<file path="src/rtl/rect_key_ctrl.sv">
// rect_key_ctrl: RECTANGLE-style 128-bit key schedule controller, 26 round keys per operation.
// Define RECT_KEY_ZEROIZE_EN to clear the key register when an operation completes.
module rect_key_ctrl (
    input  logic         i_clk,
    input  logic         i_rst,
    input  logic         i_start,
    input  logic [127:0] iv_key,
    output logic         o_select,
    output logic [63:0]  ov_roundkey,
    output logic [4:0]   ov_round,
    output logic         o_busy,
    output logic         o_last,
    output logic         o_done
);
    typedef enum logic {IDLE, RUN} state_t;
    localparam logic [63:0] SBOX = 64'h24F8D30B97E1AC56;
    state_t state;
    logic [3:0][31:0] key, sb, nxt;
    logic [4:0] idx, rc;
    logic [3:0] col, nib;
    always_comb begin
        sb = key;
        col = '0;
        nib = '0;
        for (int j = 0; j < 8; j++) begin
            col = {key[3][j], key[2][j], key[1][j], key[0][j]};
            nib = SBOX[4*col +: 4];
            sb[0][j] = nib[0];
            sb[1][j] = nib[1];
            sb[2][j] = nib[2];
            sb[3][j] = nib[3];
        end
        nxt[0] = {sb[0][23:0], sb[0][31:24]} ^ sb[1] ^ {27'd0, rc};
        nxt[1] = sb[2];
        nxt[2] = sb[3];
        nxt[3] = {sb[2][15:0], sb[2][31:16]} ^ sb[0];
    end
    assign o_select    = state == RUN;
    assign o_busy      = state == RUN;
    assign o_last      = state == RUN && idx == 5'd25;
    assign o_done      = o_last;
    assign ov_round    = idx;
    assign ov_roundkey = {key[3][15:0], key[2][15:0], key[1][15:0], key[0][15:0]};
    always_ff @(posedge i_clk) begin
        if (i_rst) begin
            state <= IDLE;
            idx   <= '0;
            rc    <= 5'h01;
            key   <= '0;
        end else if (state == IDLE) begin
            if (i_start) begin
                key   <= iv_key;
                idx   <= '0;
                rc    <= 5'h01;
                state <= RUN;
            end
        end else if (idx == 5'd25) begin
            state <= IDLE;
            idx   <= '0;
`ifdef RECT_KEY_ZEROIZE_EN
            key   <= '0;
`else
            key   <= key;
`endif
        end else begin
            idx <= idx + 5'd1;
            key <= nxt;
            rc  <= {rc[3:0], rc[4] ^ rc[2]};
        end
    end
endmodule

</file>
<file path="config.mk">
export PLATFORM = sky130hd
export DESIGN_NAME = rect_key_ctrl
export DESIGN_NICKNAME = d
export VERILOG_FILES = /design/src/rtl/rect_key_ctrl.sv
export SDC_FILE = /design/constraint.sdc
export NUM_CORES = 1
export LEC_CHECK = 0
export CORE_ASPECT_RATIO = 0.5
export CORE_UTILIZATION = 40
export DETAILED_ROUTE_END_ITERATION = 6
export DONT_BUFFER_PORTS = 1
export PLACE_DENSITY = 0.65
export SKIP_CTS_REPAIR_TIMING = 1
export SYNTH_ARGS = -nofsm -noshare
export SYNTH_HDL_FRONTEND = slang
export SYNTH_SLANG_ARGS = --single-unit
</file>
<file path="constraint.sdc">
create_clock -name i_clk -period 2.2 [get_ports i_clk]
set_input_delay 0.33 -clock i_clk [delete_from_list [all_inputs] [get_ports i_clk]]
set_output_delay 0.33 -clock i_clk [all_outputs]
set_load 0.005 [all_outputs]
</file>
==> flow_metrics.tcl, run 1 <==
set metrics [dict create \
    outcome "finished clean" \
    endpoint_kind "register" \
    hold_viol 0 \
    core_um2 20800 \
    hold_depth 1 \
    grt_pass1_vias 6326 \
    fmax_ghz 0.508 \
    routed_wl_um 24800 \
    synth_top_area_share_pct 32.2 \
    drc 0 \
    fin_skew_ns 0.00859 \
    start_util_pct 41.5 \
    synthFlopType "dfxtp_1" \
    port_buffers 0 \
    synth_xor_area_share_pct 8.72 \
    startpoint_type "register" \
    required_ns 2.57 \
    grt_max_degree 119 \
    hpwl_um 17800 \
    hp-start "i_rst" \
    synth-seq-cells 139 \
    dp_cells 1162 \
    seq_area_frac_synth_pct 32.2 \
    synth_compound_area_share_pct 19.0 \
    nFillCells 2023 \
    via_per_inst 5.53 \
    grt_pass1_wl_um 37800 \
    synth.distinct_cells 42 \
    async_reset_ff_share_pct 0 \
    synthAdderAreaFrac_pct 6.66 \
    stdcell_count 1196 \
    muxShareOfSynthArea_pct 11.1 \
    synth.most_common_cell "dfxtp_1" \
    synthSimpleGateAreaFrac_pct 10.8 \
    setup_viol 0 \
    num_io_pins 204 \
    clockBufferDepth 2 \
    antenna_left 0 \
    drive_gt1_share_pct 8.45 \
    cts_tree "yes" \
    num_rows 37 \
    total_power_mw 7.84 \
    drv_cap 0 \
    r2r_end "ov_roundkey[50]" \
    slew_headroom_pct 42.9 \
    r2r_slack_ns 0.23 \
    antenna_cells 0 \
    synth_edf_count 0 \
    synth_fp_nets 1176 \
    syn_area_per_cell_um2 8.64 \
    fp.dieH_um 106 \
    gr-total-overflow 0 \
    path_clk_slew_ns 0.06 \
    p_per_area_nw_per_um2 862 \
    r2r_start "ov_roundkey[50]" \
    vias 6609 \
    wl_per_cell_um 20.7 \
    track_usage_pct 22.4 \
    ir_worst_vdd_mv 0.465 \
    hold_class "in2reg" \
    slew_viol_final 0 \
    synthTopCellsByCount "139 x dfxtp_1, 88 x mux2i_1, 87 x nand2_1" \
    tns_ns 0 \
    p_leak_nw 3.49 \
    worstSkewPairLatency_ns 0.43 \
    antenna_found_initial 0 \
    holdPathEnd "ov_round[0]" \
    synth_top_area_cell "dfxtp_1" \
    htreeDepth 4 \
    cts_sinks 139 \
    yosys_warnings 0 \
    numCtsBuffers 17 \
    rsz0062_at_grt "false" \
    fin_nets 1087 \
    crit_type "reg2reg" \
    period_share_pct 89.5 \
    drt_iter0_markers 495 \
    root_buffer "clkbuf_16" \
    drt-pass1-iter-count 5 \
    syn-cell-area_um2 8640 \
    areaGrowthSynthToFinish_pct 5.39 \
    fp.dieW_um 210 \
    reg2reg_depth 5 \
    worstMarginPinSlew_ns 0.857 \
    die-area_um2 22200 \
    synth_top_family_by_area "compound AO/OA/AOI/OAI gates" \
    syn_inst 999 \
    gp_congestion 0.825 \
    cp_max_fo 8 \
    ys_top_cells_by_area "dfxtp_1 32%, mux2i_1 10%, ha_1 6.7%" \
    arrival_ns 2.34 \
    period_minus_slack_ns 1.97 \
]
## logic make-up after synthesis
family,count (synthesis)
buf+inv,175
mux,94
flops,139
simple gates,207
compound gates,252
fa+ha+maj,46
xor+xnor,86
## how the worst max path moves through the flow
stage / from / to / slack (ns) / cells past startpoint
final: ov_roundkey[50] / ov_roundkey[50] / 0.23 / 5
after global routing: ov_round[1] / ov_roundkey[4] / 0.08 / 6
after CTS: ov_round[1] / ov_roundkey[2] / 0.25 / 6
after detailed placement: ov_round[1] / ov_roundkey[4] / 0.27 / 6
after global placement: ov_roundkey[50] / ov_roundkey[50] / 0.24 / 5
after floorplan: ov_round[1] / rc[0] / 0.59 / 9
## layout by cell type (no fill, tap or decap), types with 3 or more instances in the layout
master	synthesis	routed
nor3_1	3	3
bufinv_16	0	3
o31ai_1	14	14
buf_12	0	7
o21ai_0	48	48
ha_1	46	46
inv_1	31	31
a211oi_1	53	53
o22ai_1	3	3
mux2i_2	4	4
xnor2_1	63	63
nand2_1	87	87
a21oi_1	62	62
a2111oi_1	8	8
nand3_1	6	6
clkinv_2	0	3
a31o_1	8	8
a31oi_1	8	8
clkbuf_16	0	17
dfxtp_1	139	138
mux2i_1	88	88
xor2_1	23	23
nand2b_1	9	9
o311ai_0	3	3
buf_4	70	28
o211ai_1	38	38
nor2b_1	17	17
inv_6	0	4
nor4b_1	8	8
nor2_1	65	65
## routing by layer
| layer | share of wire, % | track usage (%) | vias to the layer above |
|---|---|---|---|
| li1 | - | - | 3242 |
| met1 | 50 | 32.3 | 3161 |
| met2 | 43 | 32.7 | 186 |
| met3 | 5.9 | 5.29 | 20 |
| met4 | 1.4 | 6.73 | 0 |
| met5 | 0 | 0 | - |
## per-stage QoR
stage	util [%]	hold WS, ns	area [µm²]	worst slack, ns
floorplan	-	0.432	8640	0.587
global placement	40.6	0.407	8450	0.236
detailed placement	40.6	0.419	8450	0.265
CTS	43.5	-0.0329	9070	0.248
global route	43.7	0.0109	9100	0.0750
finish	43.7	0.0491	9100	0.231
## worst max-delay path, stage by stage, from the launching register on
cell and delay (ns):
dfxtp_1 0.53, xor2_1 0.24, mux2i_2 0.38, xnor2_1 0.11
a2111oi_1 0.50, a31o_1 0.15
## sequential cells by signal, indices dropped and copies added, names as in the netlist
name / cells
o_busy: 1
ov_round: 5
ov_roundkey: 64
key: 64
rc: 5
## layout make-up
class / instances / area [µm²] / area share [%]
tap: 273 / 342 / 3.75
inverter: 31 / 116 / 1.28
clock buffer: 19 / 453 / 4.98
multi-input combinational: 685 / 4880 / 53.6
timing repair buffer: 36 / 360 / 3.96
sequential: 139 / 2790 / 30.6
clock inverter: 13 / 164 / 1.80
## power breakdown
part	switching (mW)	total [mW]	internal (mW)
combinational	0.872	1.66	0.785
sequential	0.378	3.14	2.76
clock	1.19	3.05	1.85
No activity file was read; power rests on OpenSTA's default activity.
==> run 2: changes to the inputs <==
- SLEW_MARGIN: not set -> 20
==> results of run 2 <==
Same layout as run 1: the final DEF is identical, and so are final timing and power.
